## config.mk

```make
export PLATFORM = sky130hd
export DESIGN_NAME = uart_byte_rx_flat
export DESIGN_NICKNAME = d
export VERILOG_FILES = /design/src/rtl/uart_byte_rx_if.sv /design/src/rtl/uart_byte_rx.sv /design/src/flat_wrapper.sv
export SDC_FILE = /design/constraint.sdc
export NUM_CORES = 1
export LEC_CHECK = 0
export CAP_MARGIN = 20
export CORE_MARGIN = 8
export CORE_UTILIZATION = 60
export DETAILED_ROUTE_END_ITERATION = 10
export DONT_BUFFER_PORTS = 1
export MAX_ROUTING_LAYER = met4
export PLACE_DENSITY_LB_ADDON = 0.1
export SLEW_MARGIN = 20
export SYNTH_ARGS = -nofsm -noshare
export SYNTH_HDL_FRONTEND = slang
export SYNTH_SLANG_ARGS = --single-unit
```

## constraint.sdc

```tcl
create_clock -name clk -period 3.7 [get_ports clk]
set_clock_uncertainty 0.1 [all_clocks]
set_input_delay 0.925 -clock clk [delete_from_list [all_inputs] [get_ports clk]]
set_output_delay 0.925 -clock clk [all_outputs]
set_load 0.1 [all_outputs]
```

## src/rtl/uart_byte_rx_if.sv

```systemverilog
// rtl/uart_byte_rx_if.sv - received-byte bus from the UART front end to the program loader
interface uart_byte_rx_if;
  logic [7:0] data_out;
  logic       data_valid;
  logic       frame_error;
  logic       busy;

  modport master (output data_out, data_valid, frame_error, busy);
  modport slave  (input  data_out, data_valid, frame_error, busy);
endinterface

```

## src/rtl/uart_byte_rx.sv

```systemverilog
// rtl/uart_byte_rx.sv - 8N1 UART receiver: synchronizer, mid-bit sampling, one-cycle byte strobe
module uart_byte_rx #(
  parameter int DELAY_FRAMES = 234
) (
  input  logic           clk,
  input  logic           reset,
  input  logic           uart_rx,
  uart_byte_rx_if.master rx_bus
);

  localparam logic [12:0] BIT_LAST  = 13'(DELAY_FRAMES - 1);
  localparam logic [12:0] HALF_LAST = 13'(DELAY_FRAMES / 2 - 1);

  typedef enum logic [2:0] {IDLE, START, DATA, STOP, BRK} state_t;

  state_t      state_q, state_d;
  logic [12:0] cnt_q, cnt_d;
  logic [2:0]  bit_q, bit_d;
  logic [7:0]  shift_q, shift_d;
  logic [7:0]  data_q, data_d;
  logic        valid_q, valid_d;
  logic        ferr_q, ferr_d;
  logic        rx_meta, rx_s;

  always_ff @(posedge clk) begin
    if (reset) begin
      rx_meta <= 1'b1;
      rx_s    <= 1'b1;
      state_q <= IDLE;
      cnt_q   <= '0;
      bit_q   <= '0;
      shift_q <= '0;
      data_q  <= '0;
      valid_q <= 1'b0;
      ferr_q  <= 1'b0;
    end else begin
      rx_meta <= uart_rx;
      rx_s    <= rx_meta;
      state_q <= state_d;
      cnt_q   <= cnt_d;
      bit_q   <= bit_d;
      shift_q <= shift_d;
      data_q  <= data_d;
      valid_q <= valid_d;
      ferr_q  <= ferr_d;
    end
  end

  always_comb begin
    state_d = state_q;
    cnt_d   = cnt_q + 13'd1;
    bit_d   = bit_q;
    shift_d = shift_q;
    data_d  = data_q;
    valid_d = 1'b0;
    ferr_d  = 1'b0;
    case (state_q)
      IDLE: begin
        cnt_d = '0;
        if (!rx_s) state_d = START;
      end
      START: begin
        // A start bit that is high again at its mid-point is treated as a glitch.
        if (cnt_q == HALF_LAST) begin
          cnt_d = '0;
          if (rx_s) begin
            state_d = IDLE;
          end else begin
            state_d = DATA;
            bit_d   = '0;
          end
        end
      end
      DATA: begin
        if (cnt_q == BIT_LAST) begin
          cnt_d   = '0;
          shift_d = {rx_s, shift_q[7:1]};
          bit_d   = bit_q + 3'd1;
          if (bit_q == 3'd7) state_d = STOP;
        end
      end
      STOP: begin
        // Leaving at the stop-bit mid-point gives half a bit of slack for back-to-back frames.
        if (cnt_q == BIT_LAST) begin
          cnt_d = '0;
          if (rx_s) begin
            data_d  = shift_q;
            valid_d = 1'b1;
            state_d = IDLE;
          end else begin
            ferr_d  = 1'b1;
            state_d = BRK;
          end
        end
      end
      BRK: begin
        cnt_d = '0;
        if (rx_s) state_d = IDLE;
      end
      default: begin
        cnt_d   = '0;
        state_d = IDLE;
      end
    endcase
  end

  assign rx_bus.data_out    = data_q;
  assign rx_bus.data_valid  = valid_q;
  assign rx_bus.frame_error = ferr_q;
  assign rx_bus.busy        = (state_q != IDLE);

endmodule

```

## src/flat_wrapper.sv

```systemverilog
// flat-port wrapper written by rule: the top's interface ports become plain ports
module uart_byte_rx_flat 
#(
  parameter int DELAY_FRAMES = 234
)
  (clk, reset, uart_rx, rx_bus_data_out, rx_bus_data_valid, rx_bus_frame_error, rx_bus_busy);
  uart_byte_rx_if rx_bus_i ();
  input  logic clk;
  input  logic reset;
  input  logic uart_rx;
  output wire logic [$bits(rx_bus_i.data_out)-1:0] rx_bus_data_out;
  output wire logic [$bits(rx_bus_i.data_valid)-1:0] rx_bus_data_valid;
  output wire logic [$bits(rx_bus_i.frame_error)-1:0] rx_bus_frame_error;
  output wire logic [$bits(rx_bus_i.busy)-1:0] rx_bus_busy;
  assign rx_bus_data_out = rx_bus_i.data_out;
  assign rx_bus_data_valid = rx_bus_i.data_valid;
  assign rx_bus_frame_error = rx_bus_i.frame_error;
  assign rx_bus_busy = rx_bus_i.busy;
  uart_byte_rx #(.DELAY_FRAMES(DELAY_FRAMES)) u_core (.clk(clk), .reset(reset), .uart_rx(uart_rx), .rx_bus(rx_bus_i));
endmodule
```

==> flow_metrics.env, run 1 <==
export IMPL_grt_pass1_wl_um=6130
export IMPL_cpPeakStageDelay_ps=800
export IMPL_synth_flop_cell="dfxtp_1"
export IMPL_ant_nets=0
export IMPL_tns_ps=0
export IMPL_ctsResizeCount=0
export IMPL_wl_per_cell_um=14.8
export IMPL_finalMaxSlewViolations=0
export IMPL_drt_first_iter_violations=109
export IMPL_dp_cells=233
export IMPL_relSlewSlack=0.347
export IMPL_hold_viol_final=0
export IMPL_cts_buffers=5
export IMPL_io_buffers=0
export IMPL_tightestPinTransition_ps=979
export IMPL_finalPower_w=0.00102
export IMPL_hp_start="u_core.rx_meta"
export IMPL_synth_cell_types=45
export IMPL_hold_end="u_core.rx_s"
export IMPL_synth_xor_area_frac=0.0559
export IMPL_hp_class="reg -> reg"
export IMPL_synth_edff_count=0
export IMPL_ys_seq_elements=39
export IMPL_routed_wl_um=3570
export IMPL_r2r_slack_ps=1180
export IMPL_die_area_um2=5180
export IMPL_synthesis_nets=215
export IMPL_clkLatencyLatePin_ps=350
export IMPL_fin_crit_ps=2850
export IMPL_critPathMaxFanout=21
export IMPL_initial_core_util=0.621
export IMPL_cts_hold_buf=0
export IMPL_critPathRequiredTime_ps=2670
export IMPL_final_common_cell="dfxtp_1"
export IMPL_grt_start_max_net_pins=32
export IMPL_worst_path_buf_inv=0
export IMPL_path_clk_slew_ps=120
export IMPL_reg2reg_from="u_core.cnt_q[0]"
export IMPL_hold_worst_slack_ps=332
export IMPL_rr_worst_depth=5
export IMPL_diodes=0
export IMPL_die_h_um=72.0
export IMPL_grt_use_total=0.148
export IMPL_drc=0
export IMPL_slowest_stage="or3_1"
export IMPL_p_leak_nw=0.578
export IMPL_syn_avg_cell_area_um2=9.08
export IMPL_gp_congestion=0.828
export IMPL_crit_path_start_kind="register"
export IMPL_arrival_ps=1830
export IMPL_yosysSeqAreaShare=0.415
export IMPL_synthSimpleGateAreaFrac=0.286
export IMPL_rows=20
export IMPL_rsz0062_at_grt="false"
export IMPL_synth_area_um2=1880
export IMPL_fin_crit_sh=0.771
export IMPL_path_class="reg -> out"
export IMPL_grt_ovfl_total=0
export IMPL_core_area_um2=3030
export IMPL_synth_top_family_by_area="simple AND/OR/NAND/NOR gates"
export IMPL_cpLargestDelayFamily="simple AND/OR/NAND/NOR gates"
export IMPL_status="finished clean"
export IMPL_grt_pass1_vias=1335
export IMPL_ios=14
export IMPL_fp_dieW_um=72.0
export IMPL_cp_cell_sequence="or3_1"
export IMPL_avgViaCountPerCell=5.90
export IMPL_dr_pass1_iters=4
export IMPL_vdd_drop_max_uv=566
export IMPL_synth_mux_area_frac=0.00533
export IMPL_cts_tree="done"
export IMPL_end_kind="primary output"
export IMPL_antenna_found_initial=0
export IMPL_dp_hpwl_um=2480
export IMPL_p_per_area_nw_per_um2=526
export IMPL_drive_gt1_frac=0.107
export IMPL_setup_viol=0
export IMPL_synthAdderAreaFrac=0.0333
export IMPL_areaGrowthSynthToFinish_pct=3.20
export IMPL_synth_compound_area_share=0.149
export IMPL_vias=1423
export IMPL_synthCells=207
export IMPL_nets=204
export IMPL_clock_root_buffer="clkbuf_4"
export IMPL_fin_cells=241
export IMPL_fmax_ghz=0.351
export IMPL_cts_buffer_depth=2
export IMPL_final_cell_mix="dfxtp_1 (39), nor3_1 (18), o21ai_1 (16), a21oi_1 (16), nand3_1 (15)"
export IMPL_hold_path_depth=1
export IMPL_drv_cap=0
export IMPL_htree_num_levels=2
export IMPL_async_flop_share=0
export IMPL_ys_warn_count=0
export IMPL_regToRegEndpoint="u_core.state_q[0]"
export IMPL_postCtsSetupRepairBufs=0
export IMPL_cts_sinks=39
==> cell families (layout without fill, tap and decap cells) <==
family | after synthesis | count (layout)
xor+xnor | 12 | 12
fa+ha+maj | 5 | 5
simple gates | 84 | 84
buf+inv | 24 | 14
compound gates | 42 | 42
mux | 1 | 1
flops | 39 | 39
==> final cells by class <==
type                            count  area (µm²)
Timing Repair Buffer                1        7.51
Fill cell                         258        1090
Sequential cell                    39         781
Tap cell                           44        55.1
Clock inverter                      3        43.8
Clock buffer                        5        37.5
Multi-Input combinational cell    144         996
Inverter                            5        18.8
==> flip-flops by register name (all words and copies together) (netlist names) <==
name and cells:
u_core.state_q 3, u_core.shift_q 8, u_core.cnt_q 13, u_core.rx_bus.data_out 8, u_core.rx_meta 1, u_core.bit_q 3
u_core.rx_bus.data_valid 1, u_core.rx_bus.frame_error 1, u_core.rx_s 1
==> how the worst max path moves through the flow <==
stage / depth (start not counted) / to / from
after floorplan: 2 / rx_bus_busy / u_core.state_q[0]
after detailed placement: 5 / u_core.state_q[0] / u_core.cnt_q[0]
after global routing: 1 / rx_bus_busy / u_core.state_q[0]
after CTS: 1 / rx_bus_busy / u_core.state_q[0]
after global placement: 1 / rx_bus_busy / u_core.state_q[0]
final: 1 / rx_bus_busy / u_core.state_q[0]
==> per-stage QoR <==
stage,util,setup slack (ps),area [µm²]
after detailed placement,0.614,1190,1860
final,0.640,848,1940
after global routing,0.640,761,1940
after global placement,0.614,1250,1860
after floorplan,-,1390,1880
after CTS,0.640,847,1940
==> Yosys cell counts, drive strengths merged, types with 2 or more instances <==
cell type	n	share of area
ha	5	0.033
o22ai	2	0.010
dfxtp	39	0.42
xor2	5	0.023
and4	2	0.0093
o21ai	16	0.043
nand4b	8	0.037
or3	3	0.010
or2	5	0.018
nand2b	6	0.020
a21oi	16	0.043
nand3	15	0.040
nor2	3	0.0060
nor3	18	0.048
nor4b	2	0.0093
inv	5	0.010
nor4	2	0.015
o32ai	2	0.017
xnor2	7	0.033
or4	4	0.020
nor2b	2	0.0067
buf	6	0.019
nand2	5	0.010
or4bb	2	0.012
clkbuf	13	0.026
nand4	3	0.010
==> routing by layer <==
metal	vias up	routed length [µm]	global-route usage
met4	0	42	0.0408
li1	730	-	-
met2	32	1600	0.224
met1	656	1740	0.186
met3	5	185	0.0455
met5	-	0	-
==> where the power goes <==
group	total, W	leakage (nW)	internal (W)	switching, W
Sequential	0.000464	0.315	0.000433	0.0000310
Clock	0.000286	0.0452	0.000142	0.000144
Combinational	0.000270	0.218	0.0000741	0.000196
Total	0.00102	0.578	0.000649	0.000371
(Power assumes the default switching activity.)
==> run 2: changes to the inputs <==
--- a/config.mk
+++ b/config.mk
@@ -7,7 +7,7 @@
 export LEC_CHECK = 0
 export CAP_MARGIN = 20
 export CORE_MARGIN = 8
-export CORE_UTILIZATION = 60
+export CORE_UTILIZATION = 56
 export DETAILED_ROUTE_END_ITERATION = 10
 export DONT_BUFFER_PORTS = 1
 export MAX_ROUTING_LAYER = met4
==> constraint.sdc (replaced) <==
create_clock -name clk -period 2.3 [get_ports clk]
set_clock_uncertainty 0.1 [all_clocks]
set_input_delay 0.575 -clock clk [delete_from_list [all_inputs] [get_ports clk]]
set_output_delay 0.575 -clock clk [all_outputs]
set_load 0.1 [all_outputs]
==> run 2 against run 1 <==
Via count grew 10%. Sequential power grew 62%. Largest cell class unchanged. Critical path type is now reg -> reg. Design area grew 9.2%.
==> flow_metrics.env, run 2 (synthesis gave the netlist of run 1 again) <==
export IMPL_fin_crit_sh=0.961
export IMPL_dp_slack_ps=53.7
export IMPL_ios=14
export IMPL_p_leak_nw=0.697
export IMPL_cts_hold_buf=0
export IMPL_grt_start_max_net_pins=32
export IMPL_io_buffers=0
export IMPL_critPathMaxFanout=6
export IMPL_top_register="u_core.cnt_q"
export IMPL_crit_path_start_kind="register"
export IMPL_cts_buffer_depth=2
export IMPL_hold_end="u_core.shift_q[1]"
export IMPL_diodes=0
export IMPL_avgViaCountPerCell=5.89
export IMPL_htree_num_levels=2
export IMPL_fmax_ghz=0.452
export IMPL_drive_gt1_frac=0.227
export IMPL_arrival_ps=2390
export IMPL_gr_usage_met1=0.191
export IMPL_end_kind="register"
export IMPL_critPathRequiredTime_ps=2480
export IMPL_final_common_cell="dfxtp_1"
export IMPL_routed_wl_um=4000
export IMPL_hold_viol_final=0
export IMPL_clkLatencyLatePin_ps=340
export IMPL_areaGrowthSynthToFinish_pct=12.7
export IMPL_multiInputGateArea_um2=1010
export IMPL_vdd_drop_max_uv=775
export IMPL_hp_class="in -> reg"
export IMPL_p_per_area_nw_per_um2=759
export IMPL_tightestPinTransition_ps=451
export IMPL_rr_worst_depth=9
export IMPL_hp_start="reset"
export IMPL_cts_sinks=39
export IMPL_relSlewSlack=0.698
export IMPL_hold_worst_slack_ps=192
export IMPL_finalMaxSlewViolations=0
export IMPL_path_class="reg -> reg"
export IMPL_die_area_um2=5470
export IMPL_vias=1568
export IMPL_gp_congestion=0.826
export IMPL_dp_hpwl_um=2860
export IMPL_grtUsageMet2=0.264
export IMPL_clock_root_buffer="clkbuf_4"
export IMPL_grt_pass1_wl_um=6780
export IMPL_setup_viol=0
export IMPL_core_area_um2=3280
export IMPL_r2r_slack_ps=90
export IMPL_drt_first_iter_violations=141
export IMPL_grt_pass1_vias=1514
export IMPL_fp_dieW_um=73.9
export IMPL_reg2reg_from="u_core.cnt_q[1]"
export IMPL_seq_area_um2=785
export IMPL_nets=227
export IMPL_die_h_um=73.9
export IMPL_setup_slack_ps=88.8
export IMPL_cts_tree="done"
export IMPL_top_usage_layer="met2"
export IMPL_ant_nets=0
export IMPL_globalRouteMet3Util=0.0323
export IMPL_status="finished clean"
export IMPL_largest_reg_flops=13
export IMPL_path_clk_slew_ps=120
export IMPL_hold_path_depth=1
export IMPL_cts_buffers=5
export IMPL_fillers=272
export IMPL_grt_use_total=0.164
export IMPL_regToRegEndpoint="u_core.shift_q[3]"
export IMPL_final_cell_mix="dfxtp_1 (36), buf_4 (20), nor3_1 (18), o21ai_1 (16)"
export IMPL_antenna_found_initial=0
export IMPL_rows=21
export IMPL_fin_crit_ps=2210
export IMPL_initial_core_util=0.572
export IMPL_grt_ovfl_total=0
export IMPL_drv_cap=0
export IMPL_drc=0
export IMPL_wl_per_cell_um=15.0
export IMPL_dr_pass1_iters=4
[run 2: cell types whose count changed in the layout (fill, tap and decap cells not counted), moves of 2 or more]
cell,before,now
buf_4,1,20
buf_6,0,3
dfxtp_1,39,36
dfxtp_2,0,3
clkinv_2,1,3
[run 2: critical path, cell delays in order (launching register included)]
cell and delay [ps]:
dfxtp_2 350, inv_1 70, ha_1 130, or4bb_4 520, buf_4 160, nor4_4 240, buf_4 200, buf_6 120
nand4b_1 100, a21oi_1 160
[run 2: metrics by stage]
stage	util	std cells	power (W)	TNS, ps	area (µm²)
3_3_place_gp	0.614	256	0.00125	0	2020
3_5_place_dp	0.614	256	0.00127	0	2020
5_1_grt	0.645	266	0.00169	-271	2120
6_report	0.645	266	0.00161	0	2120
2_1_floorplan	-	207	0.00115	0	1880
4_1_cts	0.630	264	0.00160	0	2070
[run 2: final cells by class]
| type | instances | share of cell area |
|---|---|---|
| multi-input cells | 144 | 0.475 |
| flip-flops and latches | 39 | 0.370 |
| repair buffers | 24 | 0.0939 |
| well taps | 46 | 0.0272 |
| clock buffers | 5 | 0.0177 |
| inverters | 5 | 0.00886 |
| clock inverters | 3 | 0.00709 |
[run 2: per-layer routing]
metal / vias up / part of all wire
li1: 780 / -
met1: 754 / 0.46
met2: 29 / 0.49
met3: 5 / 0.038
met4: 0 / 0.0095
met5: - / 0
[run 2: worst max-delay path by stage]
stage | endpoint | depth (start not counted) | slack, ps | from
finish | u_core.shift_q[3] | 9 | 90 | u_core.cnt_q[1]
global route | u_core.shift_q[1] | 9 | -50 | u_core.cnt_q[1]
CTS | u_core.bit_q[2] | 5 | 30 | u_core.cnt_q[0]
detailed placement | u_core.cnt_q[12] | 6 | 50 | u_core.cnt_q[0]
global placement | u_core.bit_q[2] | 5 | 130 | u_core.cnt_q[0]
floorplan | u_core.cnt_q[10] | 7 | 20 | u_core.cnt_q[0]
[run 2: where the power goes]
part	total, W	internal (W)	switching (W)
clock network	0.000338	0.000114	0.000224
registers	0.000752	0.000698	0.0000540
logic	0.000519	0.000190	0.000328
[run 2: timing repair]
item / CTS / global route
buffers inserted: 0 / 2
endpoints found under the setup margin: 0 / 35
resized for setup: 0 / 11
==> run 3: changes to the inputs <==
--- a/config.mk
+++ b/config.mk
@@ -5,14 +5,14 @@
 export SDC_FILE = /design/constraint.sdc
 export NUM_CORES = 1
 export LEC_CHECK = 0
-export CAP_MARGIN = 20
 export CORE_MARGIN = 8
 export CORE_UTILIZATION = 56
 export DETAILED_ROUTE_END_ITERATION = 10
 export DONT_BUFFER_PORTS = 1
 export MAX_ROUTING_LAYER = met4
 export PLACE_DENSITY_LB_ADDON = 0.1
-export SLEW_MARGIN = 20
+export SLEW_MARGIN = 10
 export SYNTH_ARGS = -nofsm -noshare
 export SYNTH_HDL_FRONTEND = slang
 export SYNTH_SLANG_ARGS = --single-unit
+export TNS_END_PERCENT = 20
==> run 3 against run 2 <==
Sequential share of layout area grew 0.11 points. Utilization shrank 0.19 points. Register-to-register slack is essentially flat. Non-clock buffer count is the same. Die area is the same. Global-route usage is the same. First-iteration DRC count grew 4.3%. Clock-buffer cell count is the same. Design area shrank 0.30%. Total power shrank 0.32%. Worst hold slack lost 9.9 ps.
==> flow_metrics.env, run 3 (synthesis gave the netlist of run 1 again) <==
export IMPL_status="finished clean"
export IMPL_rsz0062_at_grt="true"
export IMPL_drive_gt1_frac=0.223
export IMPL_die_h_um=73.9
export IMPL_finalMaxSlewViolations=0
export IMPL_path_class="reg -> reg"
export IMPL_path_clk_slew_ps=120
export IMPL_dp_hpwl_um=2860
export IMPL_crit_path_start_kind="register"
export IMPL_nets=227
export IMPL_cts_tree="done"
export IMPL_fp_dieW_um=73.9
export IMPL_arrival_ps=2390
export IMPL_cts_sinks=39
export IMPL_hold_end="u_core.shift_q[1]"
export IMPL_setup_slack_ps=86.6
export IMPL_relSlewSlack=0.505
export IMPL_cpLargestDelayFamily="simple AND/OR/NAND/NOR gates"
export IMPL_io_buffers=0
export IMPL_tightestPinTransition_ps=740
export IMPL_die_area_um2=5470
export IMPL_dp_slack_ps=53.7
export IMPL_setup_viol=0
export IMPL_worst_path_buf_inv=4
export IMPL_cts_buffer_depth=2
export IMPL_vdd_drop_max_uv=877
export IMPL_end_kind="register"
export IMPL_critPathMaxFanout=6
export IMPL_power_switching_w=0.000606
export IMPL_grt_start_max_net_pins=32
export IMPL_cpPeakStageDelay_ps=520
export IMPL_slowest_stage="or4bb_4"
export IMPL_hp_start="reset"
export IMPL_comb_power_share=0.320
export IMPL_hp_class="in -> reg"
export IMPL_regToRegEndpoint="u_core.shift_q[3]"
export IMPL_clkLatencyLatePin_ps=340
export IMPL_vias=1563
export IMPL_fin_util=0.643
export IMPL_areaGrowthSynthToFinish_pct=12.4
export IMPL_grt_use_total=0.164
export IMPL_cpMostUsedCell="buf_4"
export IMPL_htree_num_levels=2
export IMPL_critPathRequiredTime_ps=2480
export IMPL_hold_path_depth=1
export IMPL_diodes=0
export IMPL_gp_congestion=0.826
export IMPL_r2r_slack_ps=90
export IMPL_power_switching_share=0.378
export IMPL_final_common_cell="dfxtp_1"
export IMPL_grt_pass1_wl_um=6780
export IMPL_clkPwrFrac=0.211
export IMPL_drv_cap=0
export IMPL_dr_pass1_iters=4
export IMPL_cts_buffers=5
export IMPL_final_cell_mix="dfxtp_1 (36), buf_4 (20), nor3_1 (18), o21ai_1 (16)"
export IMPL_intPower_w=0.000998
export IMPL_antenna_found_initial=0
export IMPL_clock_root_buffer="clkbuf_4"
export IMPL_fmax_ghz=0.452
export IMPL_core_area_um2=3280
export IMPL_fin_crit_ps=2210
export IMPL_p_seq_frac=0.469
export IMPL_reg2reg_from="u_core.cnt_q[1]"
export IMPL_largest_reg_flops=13
export IMPL_rr_worst_depth=9
export IMPL_p_leak_nw=0.695
export IMPL_drc=0
export IMPL_ios=14
export IMPL_drt_first_iter_violations=147
export IMPL_p_per_area_nw_per_um2=759
export IMPL_top_register="u_core.cnt_q"
export IMPL_wl_per_cell_um=15.0
export IMPL_hold_viol_final=0
export IMPL_cp_cell_sequence="inv_1 -> ha_1 -> or4bb_4 -> buf_4 -> nor4_4 -> buf_4 -> buf_6 -> nand4b_1 -> a21oi_1"
export IMPL_routed_wl_um=4000
export IMPL_ant_nets=0
export IMPL_grt_pass1_vias=1514
export IMPL_fin_crit_sh=0.962
export IMPL_grt_ovfl_total=0
export IMPL_rows=21
export IMPL_avgViaCountPerCell=5.88
export IMPL_initial_core_util=0.572
## run 3: layer usage
metal	track usage	vias up	wire length, µm
met5	-	-	0
met2	0.264	24	1930
li1	-	780	-
met3	0.0323	6	152
met1	0.191	753	1850
met4	0.0776	0	62
## run 3: area by class of cell
| type | instances | area (µm²) |
|---|---|---|
| Fill cell | 273 | 1170 |
| Multi-Input combinational cell | 144 | 1000 |
| Sequential cell | 39 | 785 |
| Timing Repair Buffer | 24 | 195 |
| Tap cell | 46 | 57.6 |
| Clock buffer | 5 | 37.5 |
| Inverter | 5 | 18.8 |
| Clock inverter | 3 | 15.0 |
## run 3: how the worst max path moves through the flow
stage	from	to	slack (ps)	cells past startpoint
5_1_grt	u_core.cnt_q[1]	u_core.shift_q[1]	-50	9
6_report	u_core.cnt_q[1]	u_core.shift_q[3]	90	9
3_3_place_gp	u_core.cnt_q[0]	u_core.bit_q[2]	130	5
3_5_place_dp	u_core.cnt_q[0]	u_core.cnt_q[12]	50	6
2_1_floorplan	u_core.cnt_q[0]	u_core.cnt_q[10]	20	7
4_1_cts	u_core.cnt_q[0]	u_core.bit_q[2]	30	5
## run 3: worst register-to-register path: stages (launching register included)
cell and delay [ps]:
dfxtp_2 350, inv_1 70, ha_1 130, or4bb_4 520
buf_4 160, nor4_4 240, buf_4 200, buf_6 120
nand4b_1 110, a21oi_1 160
## run 3: stage by stage
| stage | cells | hold WS, ps | TNS (ps) | cell area (µm²) | total power [W] |
|---|---|---|---|---|---|
| after CTS | 264 | 169 | 0 | 2070 | 0.00160 |
| final | 266 | 182 | 0 | 2110 | 0.00160 |
| after global placement | 256 | 299 | 0 | 2020 | 0.00125 |
| after floorplan | 207 | 289 | 0 | 1880 | 0.00115 |
| after detailed placement | 256 | 292 | 0 | 2020 | 0.00127 |
| after global routing | 266 | 154 | -300 | 2110 | 0.00168 |
## run 3: power by group through the flow
stage | registers (W) | clock network [W] | logic [W]
5_1_grt | 0.000761 | 0.000370 | 0.000554
2_1_floorplan | 0.000730 | 0 | 0.000421
3_5_place_dp | 0.000764 | 0 | 0.000501
3_3_place_gp | 0.000759 | 0 | 0.000495
4_1_cts | 0.000749 | 0.000346 | 0.000503
6_report | 0.000752 | 0.000338 | 0.000513
## run 3: what timing repair did
action / CTS / global route
setup buffers: 0 / 2
endpoints found under the setup margin: 0 / 35
resized for setup: 0 / 9
endpoints found under the hold margin: 0 / 0
hold buffers: 0 / 0
